--- config.mk ---
export PLATFORM = sky130hd
export DESIGN_NAME = n101_spigpioport_sync
export DESIGN_NICKNAME = d
export VERILOG_FILES = /design/src/rtl/n101_spigpioport_sync.sv
export SDC_FILE = /design/constraint.sdc
export NUM_CORES = 1
export LEC_CHECK = 0
export BUFFER_PORTS_ARGS = -buffer_cell sky130_fd_sc_hd__buf_2
export CAP_MARGIN = 20
export CORE_UTILIZATION = 30
export CTS_CLUSTER_DIAMETER = 200
export DETAILED_ROUTE_END_ITERATION = 8
export SETUP_SLACK_MARGIN = 0.3
export SYNTH_ARGS = -nofsm -noshare
export SYNTH_HDL_FRONTEND = slang
export SYNTH_SLANG_ARGS = --single-unit
--- constraint.sdc ---
create_clock -name clock -period 2 [get_ports clock]
set_clock_uncertainty 0.15 [all_clocks]
set_input_delay 0.4 -clock clock [delete_from_list [all_inputs] [get_ports clock]]
set_output_delay 0.4 -clock clock [all_outputs]
set_load 0.05 [all_outputs]
--- src/rtl/n101_spigpioport_sync.sv ---
// SPI controller to GPIO pad port: input synchronisers, per-lane bus-turnaround
// guard, internal loopback and shared drive-strength select.
module n101_spigpioport_sync #(
   parameter int DQ_W        = 4,
   parameter int CS_W        = 1,
   parameter int SYNC_STAGES = 2,
   parameter int TURN_CYC    = 2
) (
   input  logic            clock,
   input  logic            reset,
   input  logic            io_spi_sck,
   input  logic [DQ_W-1:0] io_spi_dq_o,
   input  logic [DQ_W-1:0] io_spi_dq_oe,
   output logic [DQ_W-1:0] io_spi_dq_i,
   input  logic [CS_W-1:0] io_spi_cs,
   input  logic            io_loopback,
   input  logic            io_ds_cfg,
   output logic [DQ_W-1:0] io_turn_busy,
   input  logic            io_pins_sck_i_ival,
   output logic            io_pins_sck_o_oval,
   output logic            io_pins_sck_o_oe,
   output logic            io_pins_sck_o_ie,
   output logic            io_pins_sck_o_pue,
   output logic            io_pins_sck_o_ds,
   input  logic [DQ_W-1:0] io_pins_dq_i_ival,
   output logic [DQ_W-1:0] io_pins_dq_o_oval,
   output logic [DQ_W-1:0] io_pins_dq_o_oe,
   output logic [DQ_W-1:0] io_pins_dq_o_ie,
   output logic [DQ_W-1:0] io_pins_dq_o_pue,
   output logic [DQ_W-1:0] io_pins_dq_o_ds,
   input  logic [CS_W-1:0] io_pins_cs_i_ival,
   output logic [CS_W-1:0] io_pins_cs_o_oval,
   output logic [CS_W-1:0] io_pins_cs_o_oe,
   output logic [CS_W-1:0] io_pins_cs_o_ie,
   output logic [CS_W-1:0] io_pins_cs_o_pue,
   output logic [CS_W-1:0] io_pins_cs_o_ds
);

   localparam logic [1:0] ST_RECV  = 2'd0;
   localparam logic [1:0] ST_DRIVE = 2'd1;
   localparam logic [1:0] ST_TURN  = 2'd2;
   localparam int         CNT_W    = 4;
   localparam logic [CNT_W-1:0] TURN_LOAD = CNT_W'(TURN_CYC - 1);

   logic [DQ_W-1:0] sync_src;
   logic [CS_W-1:0] cs_p0;
   logic            unused_pads;

   // SCK and CS pad inputs are never sampled; pads are output-only here.
   assign unused_pads = ^{io_pins_sck_i_ival, io_pins_cs_i_ival};

   assign sync_src = io_loopback ? io_spi_dq_o : io_pins_dq_i_ival;

   assign io_pins_sck_o_oval = io_spi_sck;
   assign io_pins_sck_o_oe   = ~io_loopback;
   assign io_pins_sck_o_ie   = 1'b0;
   assign io_pins_sck_o_pue  = 1'b0;
   assign io_pins_sck_o_ds   = io_ds_cfg;

   // Stage p0: chip selects registered, idle high so the device is deselected.
   always_ff @(posedge clock) begin
      if (reset) begin
         cs_p0 <= '1;
      end else begin
         cs_p0 <= io_spi_cs;
      end
   end

   assign io_pins_cs_o_oval = cs_p0;
   assign io_pins_cs_o_oe   = '1;
   assign io_pins_cs_o_ie   = '0;
   assign io_pins_cs_o_pue  = '1;
   assign io_pins_cs_o_ds   = {CS_W{io_ds_cfg}};

   assign io_pins_dq_o_oval = io_spi_dq_o;
   assign io_pins_dq_o_oe   = io_spi_dq_oe & ~{DQ_W{io_loopback}};
   assign io_pins_dq_o_ds   = {DQ_W{io_ds_cfg}};

   for (genvar n = 0; n < DQ_W; n++) begin : g_lane
      logic [1:0]       state;
      logic [CNT_W-1:0] cnt;

      always_ff @(posedge clock) begin
         if (reset) begin
            state <= ST_RECV;
            cnt   <= '0;
         end else begin
            case (state)
               ST_RECV: begin
                  if (io_spi_dq_oe[n]) state <= ST_DRIVE;
               end
               ST_DRIVE: begin
                  if (!io_spi_dq_oe[n]) begin
                     state <= ST_TURN;
                     cnt   <= TURN_LOAD;
                  end
               end
               ST_TURN: begin
                  // A renewed drive aborts the guard; otherwise count it out.
                  if (io_spi_dq_oe[n]) begin
                     state <= ST_DRIVE;
                     cnt   <= '0;
                  end else if (cnt == '0) begin
                     state <= ST_RECV;
                  end else begin
                     cnt <= cnt - 1'b1;
                  end
               end
               default: begin
                  state <= ST_RECV;
                  cnt   <= '0;
               end
            endcase
         end
      end

      assign io_turn_busy[n]     = (state == ST_TURN);
      assign io_pins_dq_o_ie[n]  = (state == ST_RECV) & ~io_loopback;
      assign io_pins_dq_o_pue[n] = (state != ST_DRIVE);

      if (SYNC_STAGES == 0) begin : g_pass
         logic hold_p0;

         // Stage p0: holds the last pre-guard value so TURN can freeze the lane.
         always_ff @(posedge clock) begin
            if (reset) begin
               hold_p0 <= 1'b0;
            end else if (state != ST_TURN) begin
               hold_p0 <= sync_src[n];
            end
         end

         assign io_spi_dq_i[n] = (state == ST_TURN) ? hold_p0 : sync_src[n];
      end else begin : g_sync
         logic [SYNC_STAGES-1:0] sync_p;

         // Stages p0..pN: shift chain; the final stage freezes during TURN.
         always_ff @(posedge clock) begin
            if (reset) begin
               sync_p <= '0;
            end else begin
               sync_p <= SYNC_STAGES'({sync_p, sync_src[n]});
               if (state == ST_TURN) sync_p[SYNC_STAGES-1] <= sync_p[SYNC_STAGES-1];
            end
         end

         assign io_spi_dq_i[n] = sync_p[SYNC_STAGES-1];
      end
   end

endmodule

==> summary.md, run 1 <==
| Metric | Value |
|---|---|
| RSZ-0062 raised after global routing | `true` |
| Most common flop cell mapped by yosys | `dfxtp_1` |
| I/O pin cnt | `58` |
| Setup CP Type | `flop to flop` |
| Synthesized area | `2266 um^2` |
| Core area | `7292 um^2` |
| Async set-reset flop share out of synthesis | `0%` |
| Top cell type's share of synthesized area | `29.16%` |
| EDFF count, synth | `0` |
| Clk slew on worst S/H paths | `0.07 ns` |
| Post-DP HPWL | `3555 um` |
| # diodes | `0` |
| PortBufs | `41` |
| DRC Markers | `0` |
| Drt wl/cell | `13.27 um` |
| Worst setup SP type | `flop` |
| Via density | `4.797` |
| Initial antenna violation count | `0` |
| Unique cell type count in the Yosys netlist | `47` |
| Setup TNS Final | `0 ns` |
| CTS Buf Count | `5` |
| Max Freq | `547.9 MHz` |
| Most frequent cells in the layout | `buf_4 (41), buf_2 (29), nor2_1 (23)` |
| Gpl congestion | `0.8380` |
| Fin. max-slew vios | `0` |
| Area delta synth->final | `50.63%` |
| Clk buf depth | `2` |
| TritonCTS clock tree | `yes` |
| Worst Hold Class | `primary input to flop` |
| Synth Warn # | `0` |
| CTS Hold Bufs | `0` |
| Cell-by-cell listing of the critical path | `inv_2, ha_1, or3b_4, or4b_4, o21ai_4, a22o_1` |
| Yosys reg bits | `33` |
| Core Rows | `31` |
| Most common cell after layout, fill and taps aside | `buf_4` |
| Layout fillers | `709` |
| CP max FO | `3` |
| GRT overflow | `0` |
| Remaining antenna violation count after routing | `0` |
| Total wire length | `5812 um` |
| Fin nets | `387` |
| First-pass GRT wire length | `8887 um` |
| Total power | `3.987 mW` |
| Gate Count Post-Synth | `268` |
| Post-placement setup slack | `0.1135 ns` |
| Pwr dens | `1168 nW/um^2` |
| Cell family with the largest share of critical-path delay | `simple AND/OR/NAND/NOR gates` |
| Critical Path Sink Type | `flop` |
| Fin. Hold Viols | `0` |
| Initial DRC count | `84` |
| Slowest cell on crit path | `or4b_4` |
| Synth area leader | `dfxtp_1` |
| Min Tclk post-route | `1.825 ns` |
| Die footprint | `7905 um^2` |
| Clk_lat worst skew | `0.28 ns` |
| Largest net degree at the start of global routing | `18` |
| MaxCap Viol Count | `0` |
| Placed cell count | `393` |
| Average cell area after synthesis | `8.455 um^2` |
| Worst Path Buf+Inv | `1` |
| DR pass1 iterations | `4` |
| Reg area | `698.2 um^2` |
| H-tree depth | `2` |
| Arr. time, crit path | `1.90 ns` |
| GRT Resource Usage Total | `14.60%` |
| Vias in the first global route | `2000` |
| Multi-input logic area | `1685 um^2` |
| Register area share after synthesis | `29.16%` |
| Outcome | `finished, final reports clean` |
| Final setup viols | `0` |
| Synth area leaders | `dfxtp_1 (29%), ha_1 (15%), buf_4 (6.6%)` |
| VDD IR max | `759.1 uV` |
| Initial Util | `31.07%` |
| Fin crit share | `91.26%` |
| Via count | `2101` |
| Fraction of layout cells with a size suffix above 1 | `52.80%` |
| Setup WS post-layout | `0.1749 ns` |
| Die W | `88.91 um` |
| Die height | `88.91 um` |
| Clock sinks | `33` |
| Lkg Pwr | `1.440 nW` |
| Req. time, crit path | `2.07 ns` |
| CP max stage delay | `0.50 ns` |
| Non-Filler Instances | `438` |
| Clk Tree Root Cell | `clkbuf_8` |
[cell usage after synthesis, drive strengths merged, types with 3 or more instances]
cell type  count
o32ai          3
clkbuf         5
inv           26
dfxtp         33
nand2b         3
mux2i         12
nor2          25
nor4           4
nor2b         10
o21ai         12
ha            28
o22ai          6
nand3          4
a21oi         10
o31ai          3
buf           23
a31oi          6
or3b           7
nand2         16
nor3           5
[flip-flops by register name (all words and copies together) (netlist names)]
register / count
g_lane.cnt: 16
g_lane.g_sync.sync_p: 8
g_lane.state: 8
io_pins_cs_o_oval: 1
[cell type report]
class                   count  area share [%]
multi-input cells         184           49.38
flip-flops and latches     33           20.45
repair buffers             89           20.31
inverters                  26           3.702
well taps                  99           3.629
clock buffers               7           2.529
[power by group]
part | internal, mW | leakage [nW] | switching [mW] | total, mW
clock network | 0.273 | 0.0443 | 0.241 | 0.514
registers | 0.768 | 0.278 | 0.107 | 0.874
logic | 1.24 | 1.12 | 1.36 | 2.60
[path summary, 6_finish.rpt]
path | start | to | slack [ns] | cells past startpoint
setup / recovery | g_lane[2].cnt[0]$_SDFFE_PP0P_ | g_lane[2].cnt[1]$_SDFFE_PP0P_ | 0.17 | 6
setup reg to reg | g_lane[2].cnt[0]$_SDFFE_PP0P_ | g_lane[2].cnt[1]$_SDFFE_PP0P_ | 0.17 | 6
hold reg to reg | g_lane[3].g_sync.sync_p[0]$_SDFF_PP0_ | g_lane[3].g_sync.sync_p[1]$_SDFFE_PP0N_ | 0.32 | 2
hold / removal | io_spi_cs | io_pins_cs_o_oval$_SDFF_PP1_ | 0.14 | 2
[logic make-up after synthesis]
family / synth area share, %
AOI/OAI and AO/OA: 16.23
other: 0.3314
and+or+nand+nor: 20.10
buffers and inverters: 12.42
DFF: 29.16
adders and majority gates: 15.46
muxes: 6.295
[stage by stage]
step                      hold WS, ns  cell area, um^2  util [%]
after CTS                      0.1341             3144     43.12
after detailed placement       0.3119             2560     35.11
after floorplan                0.2865             2340         -
after global routing           0.1491             3413     46.81
after global placement         0.2971             2560     35.11
final                          0.1433             3413     46.81
[layer usage]
metal | global-route usage [%] | vias up | wire [um]
met3 | 3.232 | 7 | 211
met1 | 17.13 | 997 | 2560
li1 | - | 1049 | -
met4 | 5.132 | 0 | 55
met2 | 26.15 | 48 | 2985
met5 | 0 | - | 0
[timing repair]
| item | in CTS | in global routing |
|---|---|---|
| resized for setup | 94 | 41 |
| setup endpoints to repair | 33 | 32 |
| buffers inserted | 25 | 13 |
| pin swaps | 15 | 16 |
No activity file was read; power rests on OpenSTA's default activity.
==> inputs of run 2 (changes only) <==
Settings changed: REMOVE_ABC_BUFFERS set to 1.
==> summary.md, run 2 (synthesis results as in run 1) <==
| Metric | Value |
|---|---|
| Worst r2r dst | `g_lane[2].cnt[1]$_SDFFE_PP0P_` |
| Area delta synth->final | `54.56%` |
| Worst Hold Class | `primary input to flop` |
| Vias in the first global route | `2047` |
| VDD IR max | `791.8 uV` |
| R2R Path Start | `g_lane[2].cnt[0]$_SDFFE_PP0P_` |
| TritonCTS clock tree | `yes` |
| GRT Resource Usage Total | `15.03%` |
| Largest register FFs | `16` |
| I/O pin cnt | `58` |
| Total wire length | `5896 um` |
| Hold Path Sink | `io_pins_cs_o_oval$_SDFF_PP1_` |
| Pwr dens | `1166 nW/um^2` |
| Gpl congestion | `0.8578` |
| Via density | `4.735` |
| Most common cell after layout, fill and taps aside | `buf_4` |
| CTS Buf Count | `5` |
| CP max FO | `4` |
| Hold Path Origin | `io_spi_cs` |
| Die height | `88.91 um` |
| Final setup viols | `0` |
| # diodes | `0` |
| Arr. time, crit path | `1.93 ns` |
| PortBufs | `41` |
| Worst setup SP type | `flop` |
| GRT overflow | `0` |
| Core Rows | `31` |
| Drt wl/cell | `13.13 um` |
| Critical Path Sink Type | `flop` |
| Initial Util | `31.07%` |
| Clk buf depth | `2` |
| Top reg by flops | `g_lane.cnt` |
| Fin crit share | `92.09%` |
| Cell-by-cell listing of the critical path | `inv_2, ha_1, or3b_4, or4b_4, o21ai_2, a22o_1` |
| Die footprint | `7905 um^2` |
| Reg2Reg Depth | `6` |
| Total power | `4.083 mW` |
| Lkg Pwr | `1.491 nW` |
| First-pass GRT wire length | `9225 um` |
| Worst Path Buf+Inv | `1` |
| H-tree depth | `2` |
| Clk slew on worst S/H paths | `0.07 ns` |
| Initial antenna violation count | `0` |
| Initial DRC count | `63` |
| Setup TNS Final | `0 ns` |
| Fin. max-slew vios | `0` |
| Core area | `7292 um^2` |
| Max Freq | `543.0 MHz` |
| Fin nets | `397` |
| Clk_lat worst skew | `0.29 ns` |
| Fraction of layout cells with a size suffix above 1 | `54.29%` |
| Most frequent cells in the layout | `buf_4 (51), buf_2 (28), nor2_1 (25)` |
| Die W | `88.91 um` |
| Clk Tree Root Cell | `clkbuf_8` |
| R2R Setup Slk | `0.16 ns` |
| Post-DP HPWL | `3559 um` |
| Outcome | `finished, final reports clean` |
| Largest net degree at the start of global routing | `16` |
| DR pass1 iterations | `4` |
| Min Tclk post-route | `1.842 ns` |
| Worst Hold Path Cells | `2` |
| Req. time, crit path | `2.09 ns` |
| MaxCap Viol Count | `0` |
| RSZ-0062 raised after global routing | `true` |
| Total stage count of the critical path | `6` |
| Remaining antenna violation count after routing | `0` |
| CP max stage delay | `0.49 ns` |
| Fin. Hold Viols | `0` |
| Slowest cell on crit path | `or4b_4` |
| DRC Markers | `0` |
| Layout fillers | `715` |
| Biggest regs | `g_lane.cnt (16), g_lane.g_sync.sync_p (8), g_lane.state (8)` |
| Cell family with the largest share of critical-path delay | `simple AND/OR/NAND/NOR gates` |
| Via count | `2126` |
| Setup CP Type | `flop to flop` |
| Clock sinks | `33` |
==> run 2: cell count changes in the layout (fill, tap and decap cells not counted), sizes merged <==
cell      before  now
inv           25   26
buf           89   98
clkinv         0    1
clkbuf         7    8
clkinvlp       1    0
==> run 2: how the worst max path moves through the flow <==
stage,from,endpoint,slack [ns]
after global placement,g_lane[1].cnt[0]$_SDFFE_PP0P_,g_lane[1].state[1]$_SDFFE_PP0P_,0.1
after global routing,g_lane[2].cnt[0]$_SDFFE_PP0P_,g_lane[2].cnt[1]$_SDFFE_PP0P_,0.09
after floorplan,g_lane[3].state[0]$_SDFFE_PP0P_,g_lane[3].cnt[2]$_SDFFE_PP0P_,0.003
after CTS,g_lane[2].state[0]$_SDFFE_PP0P_,io_pins_dq_o_ie[2],0.17
after detailed placement,g_lane[0].cnt[0]$_SDFFE_PP0P_,g_lane[0].state[0]$_SDFFE_PP0P_,0.09
final,g_lane[2].cnt[0]$_SDFFE_PP0P_,g_lane[2].cnt[1]$_SDFFE_PP0P_,0.16
==> run 2: timing repair <==
action | 4_1_cts | 5_1_grt
pin swaps | 15 | 20
hold buffers | 0 | 0
gates resized for setup | 98 | 56
setup buffers | 26 | 21
setup endpoints to repair | 32 | 37
==> run 2: layer usage <==
layer / GRT usage (%) / wire [um] / vias up
met5: 0 / 0 / -
li1: - / - / 1070
met4: 4.545 / 65 / 0
met2: 26.36 / 2870 / 46
met3: 4.155 / 205 / 7
met1: 17.87 / 2755 / 1003
==> run 2: cell type report <==
cell class	count	area [um^2]	share of cell area, %
Tap cell	99	123.9	3.537
Timing Repair Buffer	99	774.5	22.12
Sequential cell	33	695.7	19.86
Clock buffer	7	96.34	2.751
Multi-Input combinational cell	184	1677	47.87
Clock inverter	1	5.005	0.1429
Inverter	26	130.1	3.716
==> run 2: power breakdown <==
part / internal, mW / switching (mW) / total (mW) / leakage [nW]
Clock: 0.311 / 0.256 / 0.567 / 0.0542
Sequential: 0.766 / 0.112 / 0.879 / 0.278
Combinational: 1.28 / 1.36 / 2.64 / 1.16
Total: 2.36 / 1.73 / 4.08 / 1.49
==> run 2: per-stage QoR <==
| step | setup WS, ns | util [%] | hold WS [ns] | instance area (um^2) | instances |
|---|---|---|---|---|---|
| after floorplan | 0.003089 | - | 0.2865 | 2093 | 243 |
| after global placement | 0.09975 | 34.35 | 0.2937 | 2505 | 394 |
| after detailed placement | 0.08583 | 34.35 | 0.3072 | 2505 | 394 |
| after CTS | 0.1714 | 42.50 | 0.1377 | 3099 | 428 |
| after global routing | 0.09346 | 48.03 | 0.1308 | 3502 | 449 |
| final | 0.1582 | 48.03 | 0.1421 | 3502 | 449 |
==> inputs of run 3 (changes only) <==
Settings changed: SETUP_SLACK_MARGIN 0.3 to 0.05.
==> summary.md, run 3 (synthesis results as in run 1) <==
| Metric | Value |
|---|---|
| Pwr dens | `1155 nW/um^2` |
| Total power | `3.129 mW` |
| R2R Path Start | `g_lane[2].cnt[0]$_SDFFE_PP0P_` |
| Clk_lat worst skew | `0.28 ns` |
| First-pass GRT wire length | `7797 um` |
| Internal power | `1.742 mW` |
| Via density | `4.732` |
| Initial antenna violation count | `0` |
| TritonCTS clock tree | `yes` |
| Met2 wire length | `2247 um` |
| Fin crit share | `95.21%` |
| Arr. time, crit path | `1.35 ns` |
| Met1 WL | `2267 um` |
| Post-placement setup slack | `0.08583 ns` |
| DR pass1 iterations | `5` |
| CTS Buf Count | `5` |
| CP max FO | `6` |
| I/O pin cnt | `58` |
| Req. time, crit path | `1.45 ns` |
| GRT overflow | `0` |
| Worst Hold Class | `primary input to flop` |
| RSZ-0062 raised after global routing | `true` |
| Placed cell count | `394` |
| Initial Util | `31.07%` |
| Multi-input logic area | `1384 um^2` |
| Non-Filler Instances | `403` |
| Vias in the first global route | `1788` |
| Fin. Hold Viols | `0` |
| Die footprint | `7905 um^2` |
| Design Area, Final | `2710 um^2` |
| Setup WS post-layout | `0.09589 ns` |
| Fin. max-slew vios | `0` |
| Slowest cell on crit path | `dfxtp_4` |
| DR top layer | `met4` |
| Clk buf depth | `2` |
| MaxCap Viol Count | `0` |
| Clock power share | `17.8%` |
| # diodes | `0` |
| Comb pwr share | `56.1%` |
| Most frequent cells in the layout | `buf_2 (31), dfxtp_1 (29), nor2_1 (25)` |
| Die height | `88.91 um` |
| Flop pwr share | `26.1%` |
| Clock sinks | `33` |
| Largest register FFs | `16` |
| Biggest regs | `g_lane.cnt (16), g_lane.g_sync.sync_p (8), g_lane.state (8)` |
| Setup CP Type | `flop to output pin` |
| Drt wl/cell | `11.80 um` |
| Hold Path Origin | `io_spi_cs` |
| DP Area | `2505 um^2` |
| Switching power | `1.387 mW` |
| Largest net degree at the start of global routing | `16` |
| Max Freq | `525.2 MHz` |
| Core area | `7292 um^2` |
| Total wire length | `4755 um` |
| Gpl congestion | `0.8578` |
| DRC Markers | `0` |
| Most common cell after layout, fill and taps aside | `buf_2` |
| Top reg by flops | `g_lane.cnt` |
| Worst setup SP type | `flop` |
| Switching Fraction | `44.34%` |
| Core Rows | `31` |
| PortBufs | `41` |
| Setup TNS Final | `0 ns` |
| Layout fillers | `788` |
| Die W | `88.91 um` |
| Remaining antenna violation count after routing | `0` |
| Initial DRC count | `110` |
| Area delta synth->final | `19.60%` |
| GRT Resource Usage Total | `12.81%` |
| Fin nets | `351` |
| VDD IR max | `630.9 uV` |
| Clk Tree Root Cell | `clkbuf_8` |
| Worst Hold Path Cells | `2` |
| Worst setup startpoint | `g_lane[2].state[0]$_SDFFE_PP0P_` |
| Clk slew on worst S/H paths | `0.07 ns` |
| Cell-by-cell listing of the critical path | `inv_1, ha_2, buf_4, nor2b_2, buf_6` |
| Fraction of layout cells with a size suffix above 1 | `29.93%` |
| Reg2Reg Depth | `6` |
| Outcome | `finished, final reports clean` |
| Lkg Pwr | `1.157 nW` |
| Final setup viols | `0` |
| Reg area | `668.1 um^2` |
| Critical Path Sink Type | `output pin` |
| H-tree depth | `2` |
| Via count | `1907` |
| Post-DP HPWL | `3559 um` |
| Min Tclk post-route | `1.904 ns` |
| CP max stage delay | `0.36 ns` |
| DR WL met3 | `197 um` |
## run 3: through the flow
step	hold WS, ns	utilization, %
4_1_cts	0.1377	36.00
6_report	0.1466	37.17
3_5_place_dp	0.3072	34.35
5_1_grt	0.1307	37.17
3_3_place_gp	0.2937	34.35
2_1_floorplan	0.2865	-
## run 3: final cells by class
| cell class | instances | share of cell area, % |
|---|---|---|
| clock inverters | 1 | 0.1847 |
| repair buffers | 53 | 12.37 |
| clock buffers | 7 | 3.555 |
| well taps | 99 | 4.571 |
| multi-input cells | 184 | 51.06 |
| flip-flops and latches | 33 | 24.65 |
| inverters | 26 | 3.601 |
## run 3: final timing paths
| kind | slack [ns] | end |
|---|---|---|
| setup / recovery | 0.1 | io_pins_dq_o_ie[2] |
| hold / removal | 0.15 | io_pins_cs_o_oval$_SDFF_PP1_ |
| setup reg to reg | 0.13 | g_lane[2].cnt[1]$_SDFFE_PP0P_ |
| hold reg to reg | 0.32 | g_lane[1].g_sync.sync_p[1]$_SDFFE_PP0N_ |
## run 3: repair_timing
item                                    CTS  global route
setup buffers                             0             1
gates resized for setup                   8            27
hold buffers                              0             0
endpoints found under the setup margin    5            19
pin swaps                                 0             2
## run 3: power groups by stage
| stage | combinational [mW] | sequential (mW) | clock [mW] |
|---|---|---|---|
| 3_5_place_dp | 1.59 | 0.824 | 0 |
| 5_1_grt | 1.94 | 0.831 | 0.618 |
| 2_1_floorplan | 1.16 | 0.841 | 0 |
| 3_3_place_gp | 1.57 | 0.821 | 0 |
| 4_1_cts | 1.63 | 0.812 | 0.580 |
| 6_report | 1.76 | 0.818 | 0.556 |
## run 3: metal layers
layer / vias up / track usage [%]
li1: 979 / -
met4: 0 / 3.666
met5: - / 0
met2: 42 / 22.03
met1: 881 / 15.34
met3: 5 / 4.063
## run 3: worst max-delay path, delay by kind of cell, from the launching register on
| family | cells | cell delay, ns |
|---|---|---|
| fa+ha+maj | 1 | 0.19 |
| buf+inv | 3 | 0.37 |
| simple gates | 1 | 0.15 |
| flops | 1 | 0.36 |
